File: src/rtl/fp_sgnj_pkg.sv
// fp_sgnj_pkg: shared types for the FP sign-injection dispatch slice.
// funct3 codes, FSM states, the queued op bundle and the unit decoder.
package fp_sgnj_pkg;

    localparam logic [2:0] F3_SGNJ  = 3'b000;
    localparam logic [2:0] F3_SGNJN = 3'b001;
    localparam logic [2:0] F3_SGNJX = 3'b010;

    typedef enum logic [1:0] {
        IDLE,
        ISSUE,
        CAPTURE,
        WB
    } state_t;

    typedef struct packed {
        logic [2:0]  funct3;
        logic [4:0]  rd;
        logic [31:0] rs1;
        logic [31:0] rs2;
    } op_t;

    // one-hot {sgnjx, sgnjn, sgnj}; all zero marks an illegal funct3
    typedef logic [2:0] sel_t;

    function automatic sel_t f3_decode(input logic [2:0] f3);
        sel_t s;
        s = '0;
        case (f3)
            F3_SGNJ:  s = 3'b001;
            F3_SGNJN: s = 3'b010;
            F3_SGNJX: s = 3'b100;
            default:  s = 3'b000;
        endcase
        return s;
    endfunction

endpackage

File: src/rtl/fp_sgnj_if.sv
// fp_sgnj_if: op issue handshake and register-file writeback handshake.
// master drives ops and accepts results; slave is the dispatch stage.
interface fp_sgnj_if;

    logic        in_valid;
    logic        in_ready;
    logic [2:0]  in_funct3;
    logic [4:0]  in_rd;
    logic [31:0] in_rs1;
    logic [31:0] in_rs2;

    logic        wb_valid;
    logic        wb_ready;
    logic [4:0]  wb_rd;
    logic [31:0] wb_data;
    logic        wb_illegal;

    modport master (
        output in_valid,
        output in_funct3,
        output in_rd,
        output in_rs1,
        output in_rs2,
        output wb_ready,
        input  in_ready,
        input  wb_valid,
        input  wb_rd,
        input  wb_data,
        input  wb_illegal
    );

    modport slave (
        input  in_valid,
        input  in_funct3,
        input  in_rd,
        input  in_rs1,
        input  in_rs2,
        input  wb_ready,
        output in_ready,
        output wb_valid,
        output wb_rd,
        output wb_data,
        output wb_illegal
    );

endinterface

File: src/rtl/fp_sgnj_dispatch_fifo.sv
// fp_op_fifo: small synchronous FIFO holding queued sign-injection ops.
// Push is ignored when full, pop is ignored when empty.
module fp_op_fifo #(
    parameter int DEPTH = 4,
    parameter int W     = 72
) (
    input  logic                   CLK,
    input  logic                   RST,
    input  logic                   push,
    input  logic                   pop,
    input  logic [W-1:0]           din,
    output logic [W-1:0]           dout,
    output logic                   full,
    output logic [$clog2(DEPTH):0] count
);

    localparam int AW = $clog2(DEPTH);

    logic [W-1:0]  mem [DEPTH];
    logic [AW-1:0] wp;
    logic [AW-1:0] rp;
    logic [AW:0]   cnt;
    logic          do_push;
    logic          do_pop;

    assign full    = (cnt == (AW+1)'(DEPTH));
    assign do_push = push & ~full;
    assign do_pop  = pop & (cnt != '0);
    assign dout    = mem[rp];
    assign count   = cnt;

    always_ff @(posedge CLK or negedge RST) begin
        if (!RST) begin
            wp  <= '0;
            rp  <= '0;
            cnt <= '0;
        end else begin
            if (do_push) wp <= wp + 1'b1;
            if (do_pop)  rp <= rp + 1'b1;
            unique case ({do_push, do_pop})
                2'b10:   cnt <= cnt + 1'b1;
                2'b01:   cnt <= cnt - 1'b1;
                default: cnt <= cnt;
            endcase
        end
    end

    always_ff @(posedge CLK) begin
        if (do_push) mem[wp] <= din;
    end

endmodule

File: src/rtl/fp_sgnj_dispatch.sv
// fp_sgnj_dispatch: issue/writeback stage for the FSGNJ/FSGNJN/FSGNJX units.
// Queues ops, drives the shared operand bus, returns {rd, data} to the FP RF.
module fp_sgnj_dispatch
    import fp_sgnj_pkg::*;
#(
    parameter int DEPTH = 4,
    parameter int AW    = 2
) (
    input  logic        CLK,
    input  logic        RST,
    fp_sgnj_if.slave    bus,
    output logic [31:0] op_rs1,
    output logic [31:0] op_rs2,
    output logic        en_sgnj,
    output logic        en_sgnjn,
    output logic        en_sgnjx,
    input  logic [31:0] res_sgnj,
    input  logic [31:0] res_sgnjn,
    input  logic [31:0] res_sgnjx,
    output logic [AW:0] fifo_count
);

    state_t      st;
    state_t      nxt;
    op_t         in_op;
    op_t         head;
    logic        full;
    logic [AW:0] cnt;
    logic        pop;
    logic        cap;
    logic        wb_done;
    sel_t        dec;
    sel_t        en_q;
    sel_t        op_sel;
    logic        op_ill;
    logic [4:0]  op_rd;
    logic [31:0] res_mux;

    assign in_op = {bus.in_funct3, bus.in_rd, bus.in_rs1, bus.in_rs2};

    fp_op_fifo #(
        .DEPTH (DEPTH),
        .W     ($bits(op_t))
    ) u_fifo (
        .CLK   (CLK),
        .RST   (RST),
        .push  (bus.in_valid),
        .pop   (pop),
        .din   (in_op),
        .dout  (head),
        .full  (full),
        .count (cnt)
    );

    assign bus.in_ready = ~full;
    assign fifo_count   = cnt;
    assign dec          = f3_decode(head.funct3);
    assign en_sgnj      = en_q[0];
    assign en_sgnjn     = en_q[1];
    assign en_sgnjx     = en_q[2];

    always_ff @(posedge CLK or negedge RST) begin
        if (!RST) st <= IDLE;
        else      st <= nxt;
    end

    // WB hands straight to ISSUE when work is queued, giving 3 cycles/op
    always_comb begin
        nxt     = st;
        pop     = 1'b0;
        cap     = 1'b0;
        wb_done = 1'b0;
        unique case (st)
            IDLE: begin
                if (cnt != '0) begin
                    pop = 1'b1;
                    nxt = ISSUE;
                end
            end
            ISSUE: begin
                nxt = CAPTURE;
            end
            CAPTURE: begin
                cap = 1'b1;
                nxt = WB;
            end
            WB: begin
                if (bus.wb_ready) begin
                    wb_done = 1'b1;
                    if (cnt != '0) begin
                        pop = 1'b1;
                        nxt = ISSUE;
                    end else begin
                        nxt = IDLE;
                    end
                end
            end
            default: begin
                nxt = IDLE;
            end
        endcase
    end

    always_comb begin
        res_mux = '0;
        unique case (1'b1)
            op_sel[0]: res_mux = res_sgnj;
            op_sel[1]: res_mux = res_sgnjn;
            op_sel[2]: res_mux = res_sgnjx;
            default:   res_mux = '0;
        endcase
    end

    always_ff @(posedge CLK or negedge RST) begin
        if (!RST) begin
            op_rs1         <= '0;
            op_rs2         <= '0;
            op_rd          <= '0;
            op_sel         <= '0;
            op_ill         <= 1'b0;
            en_q           <= '0;
            bus.wb_valid   <= 1'b0;
            bus.wb_rd      <= '0;
            bus.wb_data    <= '0;
            bus.wb_illegal <= 1'b0;
        end else begin
            en_q <= '0;
            if (pop) begin
                op_rs1 <= head.rs1;
                op_rs2 <= head.rs2;
                op_rd  <= head.rd;
                op_sel <= dec;
                op_ill <= (dec == '0);
                en_q   <= dec;
            end
            if (cap) begin
                bus.wb_valid   <= 1'b1;
                bus.wb_data    <= res_mux;
                bus.wb_rd      <= op_rd;
                bus.wb_illegal <= op_ill;
            end else if (wb_done) begin
                bus.wb_valid <= 1'b0;
            end
        end
    end

endmodule
File: src/flat_wrapper.sv
// flat-port wrapper written by rule: the top's interface ports become plain ports
module fp_sgnj_dispatch_flat import fp_sgnj_pkg::*;
#(
    parameter int DEPTH = 4,
    parameter int AW    = 2
)
  (CLK, RST, op_rs1, op_rs2, en_sgnj, en_sgnjn, en_sgnjx, res_sgnj, res_sgnjn, res_sgnjx, fifo_count, bus_in_valid, bus_in_funct3, bus_in_rd, bus_in_rs1, bus_in_rs2, bus_wb_ready, bus_in_ready, bus_wb_valid, bus_wb_rd, bus_wb_data, bus_wb_illegal);
  fp_sgnj_if bus_i ();
  input  logic CLK;
  input  logic RST;
  output logic [31:0] op_rs1;
  output logic [31:0] op_rs2;
  output logic en_sgnj;
  output logic en_sgnjn;
  output logic en_sgnjx;
  input  logic [31:0] res_sgnj;
  input  logic [31:0] res_sgnjn;
  input  logic [31:0] res_sgnjx;
  output logic [AW:0] fifo_count;
  input wire logic [$bits(bus_i.in_valid)-1:0] bus_in_valid;
  input wire logic [$bits(bus_i.in_funct3)-1:0] bus_in_funct3;
  input wire logic [$bits(bus_i.in_rd)-1:0] bus_in_rd;
  input wire logic [$bits(bus_i.in_rs1)-1:0] bus_in_rs1;
  input wire logic [$bits(bus_i.in_rs2)-1:0] bus_in_rs2;
  input wire logic [$bits(bus_i.wb_ready)-1:0] bus_wb_ready;
  output wire logic [$bits(bus_i.in_ready)-1:0] bus_in_ready;
  output wire logic [$bits(bus_i.wb_valid)-1:0] bus_wb_valid;
  output wire logic [$bits(bus_i.wb_rd)-1:0] bus_wb_rd;
  output wire logic [$bits(bus_i.wb_data)-1:0] bus_wb_data;
  output wire logic [$bits(bus_i.wb_illegal)-1:0] bus_wb_illegal;
  assign bus_i.in_valid = bus_in_valid;
  assign bus_i.in_funct3 = bus_in_funct3;
  assign bus_i.in_rd = bus_in_rd;
  assign bus_i.in_rs1 = bus_in_rs1;
  assign bus_i.in_rs2 = bus_in_rs2;
  assign bus_i.wb_ready = bus_wb_ready;
  assign bus_in_ready = bus_i.in_ready;
  assign bus_wb_valid = bus_i.wb_valid;
  assign bus_wb_rd = bus_i.wb_rd;
  assign bus_wb_data = bus_i.wb_data;
  assign bus_wb_illegal = bus_i.wb_illegal;
  fp_sgnj_dispatch #(.DEPTH(DEPTH), .AW(AW)) u_core (.CLK(CLK), .RST(RST), .bus(bus_i), .op_rs1(op_rs1), .op_rs2(op_rs2), .en_sgnj(en_sgnj), .en_sgnjn(en_sgnjn), .en_sgnjx(en_sgnjx), .res_sgnj(res_sgnj), .res_sgnjn(res_sgnjn), .res_sgnjx(res_sgnjx), .fifo_count(fifo_count));
endmodule
File: config.mk
export PLATFORM = sky130hd
export DESIGN_NAME = fp_sgnj_dispatch_flat
export DESIGN_NICKNAME = d
export VERILOG_FILES = /design/src/rtl/fp_sgnj_pkg.sv /design/src/rtl/fp_sgnj_if.sv /design/src/rtl/fp_sgnj_dispatch_fifo.sv /design/src/rtl/fp_sgnj_dispatch.sv /design/src/flat_wrapper.sv
export SDC_FILE = /design/constraint.sdc
export NUM_CORES = 1
export LEC_CHECK = 0
export CORE_MARGIN = 2
export CORE_UTILIZATION = 30
export CTS_CLUSTER_SIZE = 30
export DETAILED_ROUTE_END_ITERATION = 16
export PLACE_DENSITY = 0.53
export SLEW_MARGIN = 20
export SYNTH_ARGS = -nofsm -noshare
export SYNTH_HDL_FRONTEND = slang
export SYNTH_HIERARCHICAL = 1
export SYNTH_SLANG_ARGS = --single-unit
File: constraint.sdc
create_clock -name CLK -period 3.7 [get_ports CLK]
set_input_delay 0.74 -clock CLK [delete_from_list [all_inputs] [get_ports CLK]]
set_output_delay 0.74 -clock CLK [all_outputs]
set_load 0.01 [all_outputs]
-- After elaboration in Yosys (flattened, before gate mapping)
Memories as Yosys holds them, arrays and structs flattened.
Index checks and enable logic that the tools add are counted.
- muxes and demuxes: 18
- add/sub/neg operators: 4
- reductions and logical operators: 7
- bitwise operators: 3
- equality and inequality tests: 10
- operator list (cell ; count):
    case mux 32 bit (3 select lines) ; 1
    2-to-1 mux 1 bit ; 10
    case mux 3 bit (3 select lines) ; 1
    case mux 2 bit (4 select lines) ; 1
    == test 2 bit, second input constant ; 3
    zero test 3 bit ; 2
    case mux 3 bit (2 select lines) ; 1
    adder 2 x 1 -> 2 bit, second input constant ; 2
    == test 2 x 1 -> 1 bit, second input constant ; 2
    2-to-1 mux 2 bit ; 2
    nonzero test 2 bit ; 2
    adder 3 x 1 -> 3 bit, second input constant ; 1
    == test 3 x 1 -> 1 bit, second input constant ; 1
    == test 3 x 2 -> 1 bit, second input constant ; 1
    == test 3 bit, second input constant ; 1
    2-to-1 mux 3 bit ; 1
    nonzero test 3 bit ; 1
    subtractor 3 x 1 -> 3 bit, second input constant ; 1
    bitwise AND 1 bit ; 2
    zero test 2 bit ; 1
    != test 2 x 1 -> 1 bit, second input constant ; 1
    != test 2 bit, second input constant ; 1
    case mux 1 bit (2 select lines) ; 1
    AND reduction 2 bit ; 1
    inverter 1 bit ; 1
- register bits: 124
- RAM bits: 288
- logic and storage cells: 57
- memories kept: 1
- output and inout bits: 110
- memories (memory ; depth ; bits a word ; read ports ; clocked after memory_dff ; write ports ; line ; source):
    u_core.u_fifo.mem ; 4 ; 72 ; 1 ; 0 ; 1 ; fp_sgnj_dispatch_fifo.sv:19 ; logic [W-1:0] mem [DEPTH];

-- Logic depth before layout (Yosys ltp)
- word-level depth: 7
- mapped depth: 13
- depth with buffers taken out: 12

-- Hierarchy
Netlist, hierarchy kept.
- by module, submodules not included (module ; times used ; cells an instance ; area an instance (um2)):
    fp_op_fifo ; 1 ; 412 ; 10812.9
    fp_sgnj_dispatch ; 1 ; 348 ; 5165.0

-- Least setup slack after synthesis
No wires, ideal clock.
- path kind: input to register
- from: input port bus_in_valid
- to: memory u_core.u_fifo.mem[0][0] (enable)
- arrival time: 2.699 ns
- setup slack: 0.563 ns
- data required time: 3.262 ns
- path buffers: 0
- stages: 2
- path through: nor2b_2 -> and2_1
- longest elaborated chain between the ends: 3
- ends and longest elaborated chain (element ; line ; source):
    start: declaration ; flat_wrapper.sv:20 ; input wire logic [$bits(bus_i.in_valid)-1:0] bus_in_valid;
    bitwise AND 1 bit ; fp_sgnj_dispatch_fifo.sv:27 ; assign do_push = push & ~full;
    2-to-1 mux 1 bit ; fp_sgnj_dispatch_fifo.sv:49 ; if (do_push) mem[wp] <= din;
    2-to-1 mux 1 bit (not written as such) ; fp_sgnj_dispatch_fifo.sv:49 ;
    end: declaration ; fp_sgnj_dispatch_fifo.sv:19 ;
Every way passes these cells.

-- Worst setup path after layout
- from: register u_core.st[1]
- to: register u_core.u_fifo.cnt[2] (netlist: u_core/u_fifo/count[2])
- longest elaborated chain between the ends: 5
- elaborated cells on any way between the ends: 8
- classes of those cells: eq/ne (3); mux (2); bitwise (1); reduce/logical (2)
- ends and longest elaborated chain (element ; line ; source):
    start: declaration ; fp_sgnj_dispatch.sv:23 ; state_t st;
    start signal: assignment ; fp_sgnj_dispatch.sv:64 ; else st <= nxt;
    == test 2 bit / zero test 2 bit (equally long branches) ; fp_sgnj_dispatch.sv:73 ; unique case (st)
    case mux 1 bit (2 select lines) (*) ; fp_sgnj_dispatch.sv:73 ;
    bitwise AND 1 bit (*) ; fp_sgnj_dispatch_fifo.sv:28 ; assign do_pop = pop & (cnt != '0);
    named net u_core.u_fifo.do_pop ; fp_sgnj_dispatch_fifo.sv:24 ; logic do_pop;
    == test 2 x 1 -> 1 bit / == test 2 bit (equally long branches) ; fp_sgnj_dispatch_fifo.sv:40 ; unique case ({do_push, do_pop})
    case mux 3 bit (2 select lines) / nonzero test 2 bit (equally long branches) ; n/a ;
    end signal: assignment ; fp_sgnj_dispatch_fifo.sv:41 ; 2'b10: cnt <= cnt + 1'b1;
    end signal: assignment ; fp_sgnj_dispatch_fifo.sv:42 ; 2'b01: cnt <= cnt - 1'b1;
    end signal: assignment ; fp_sgnj_dispatch_fifo.sv:43 ; default: cnt <= cnt;
    end: declaration ; fp_sgnj_dispatch_fifo.sv:22 ; logic [AW:0] cnt;
The timed path passes the listed nets; every way through them passes the cells marked *.
A chain may end at the register's enable or synchronous reset.

==> out/results.tsv <==
metric	value	unit
overflow	0	
grt_pass1_wl	56.6	mm
io_pins	282	
ant_nets	0	
fin_total_pwr	0.0177	W
synthesis.nets	942	
synthMuxAreaShare	0.174	
finalNetCount	1247	
postLayoutCoreUtil	0.400	
drv_slew	0	
layout_common_cells	edfxtp_1 (288), clkdlybuf4s50_1 (280), dfrtp_1 (119)	
synth_top_family_by_area	multiplexers	
routed_wl	37.4	mm
clock_sinks	412	
post-route-period-util	0.716	
drv_cap	0	
endpoint_kind	register	
status	finished clean	
clkSlewWorstSetupHoldPaths	60	ps
synth-seq-area-share	0.735	
grt_usage	0.135	
critPathKind	reg -> reg	
wl_per_cell	20.9	um
ys_ff_latch	412	
postSynthCellCount	760	
fin_crit	2650	ps
yosys.area_share.adder	0.00830	
synthDistinctLibCells	39	
vias	8253	
synthFlopType	edfxtp_1	
die_h	235	um
synth_area	0.0160	mm2
synth_xor_area_frac	0.00329	
area_growth	31.9	%
crit_path_max_fanout	5	
io_buffers	281	
std_cell_rows	84	
hold_buffers	0	
cts_tree	built	
dieArea	0.0551	mm2
crit_required	4200	ps
synth-edff-count	288	
drt-pass1-iter-count	6	
root_buffer	clkbuf_16	
cts_buffers	47	
clock_latency	580	ps
viasPerCell	4.61	
clk_path_buf_depth	3	
synth-simple-area-share	0.00877	
fmax	0.378	GHz
hold_class	in -> async	
core_area	0.0527	mm2
hold_violations	0	
asyncSetResetFlopFracSynth	0.301	
post-cts-setup-buffer-count	0	
tightest_slew	967	ps
rsz0062_at_grt	no	
arrival	3150	ps
clock_skew	20.8	ps
vdd_ir_drop_max	440	uV
synth-compound-area-share	0.0385	
grt_max_degree	94	
start_kind	register	
tns	0	ps
place.gp.congestion	0.752	
grt_pass1_vias	9000	
drcViolationCount	0	
syn_area_per_cell	21.0	um2
finalSetupViolCount	0	
r2r_cells	11	
relSlewSlack	0.356	
dieWidth	235	um
drtIter0Drc	576	
layout-drive-gt1-share	0.230	
layout_commonest_cell	edfxtp_1	
yosysWarnings	6	
cts.repair.resized	0	
initial_utilization	0.303	
power_per_cell_area	839	mW/mm2
hpwlAfterDp	23.6	mm
htreeDepth	2	
cellLeakagePower	7.44	nW
antenna_found_initial	6	
==> kinds of logic (layout without fill, tap and decap cells) <==
group / count (synthesis) / in the layout
AND/OR/NAND/NOR: 19 / 19
AO/OA/AOI/OAI: 76 / 76
adder cells (fa/ha/maj): 10 / 10
other: 0 / 1
XOR/XNOR: 6 / 6
multiplexers: 152 / 152
flip-flops: 412 / 412
buffers and inverters: 85 / 427
==> flip-flops by register name, indices dropped and copies added, names as in the netlist <==
register	flops
u_core/bus.wb_data	32
u_core/bus.wb_illegal	1
u_core/bus.wb_rd	5
u_core/bus.wb_valid	1
u_core/en_q	3
u_core/op_ill	1
u_core/op_rd	5
u_core/op_rs1	32
u_core/op_rs2	32
u_core/op_sel	3
u_core/st	2
u_core/u_fifo/count	3
u_core/u_fifo/mem	288
u_core/u_fifo/rp	2
u_core/u_fifo/wp	2
==> per-layer routing <==
metal  vias to the layer above  wire length [um]  global-route usage
met1                      4230             15600               0.164
met3                        62              2370              0.0410
met5                         -                64                   0
met2                       258             18700               0.230
met4                        10               770              0.0410
li1                       3693                 -                   -
==> Yosys cell counts (all sizes together) (2+ instances only) <==
cell	instances	area, um2
mux2i	2	20.0
and2	5	31.3
dfrtp	124	3100
inv	43	169
edfxtp	288	8650
o31ai	2	15.0
nor2	2	7.51
clkbuf	15	56.3
a21o	3	25.0
xor2	3	26.3
xnor2	3	26.3
mux4	72	1620
mux2	78	1130
a21oi	2	13.8
ha	9	113
a222oi	32	320
nand2	2	7.51
nor3	4	31.3
o22ai	32	200
or4b	3	30.0
buf	27	285
==> area by class of cell <==
type | instances | area (um2)
fillers | 4783 | 31600
flip-flops and latches | 412 | 11800
multi-input cells | 263 | 3740
repair buffers | 298 | 3030
clock buffers | 65 | 1280
well taps | 688 | 861
clock inverters | 21 | 220
inverters | 43 | 169
diodes | 1 | 2.50
==> power by group <==
group	total (W)	leakage [nW]	switching, W	internal (W)
clock network	0.00451	0.733	0.00181	0.00270
logic	0.00607	2.54	0.00257	0.00349
registers	0.00710	4.17	0.000759	0.00634
total	0.0177	7.44	0.00514	0.0125
==> path summary, 6_finish.rpt <==
check                                     from                     end  slack, ps
max in group asynchronous                  RST       u_core/op_rs1[26]       2560
setup reg to reg                  u_core/st[1]  u_core/u_fifo/count[2]       1050
min in group CLK           u_core/bus.wb_valid     u_core/bus.wb_valid        490
hold reg to reg            u_core/bus.wb_valid     u_core/bus.wb_valid        490
setup / recovery                  u_core/st[1]  u_core/u_fifo/count[2]       1050
hold / removal                             RST  u_core/bus.wb_data[18]        300
==> metrics by stage <==
| step | worst slack [ps] | hold WS, ps | cells | cell area, um2 |
|---|---|---|---|---|
| final | 1050 | 303 | 1791 | 21100 |
| after global routing | 882 | 368 | 1791 | 21100 |
| after CTS | 1040 | 343 | 1790 | 21100 |
| after detailed placement | 568 | 489 | 1704 | 19600 |
| after global placement | 558 | 478 | 1704 | 19600 |
| after floorplan | 563 | 444 | 760 | 16000 |
==> critical path: stages, from the launching register on <==
cell and delay (ps):
dfrtp_1 410, inv_1 90, ha_1 340, or3_4 450, inv_8 70, o31a_1 180
ha_1 210, inv_1 60, fa_1 370, xor2_1 150, nor2_1 110, xor2_1 150
Power figures use the tool's default switching activity.
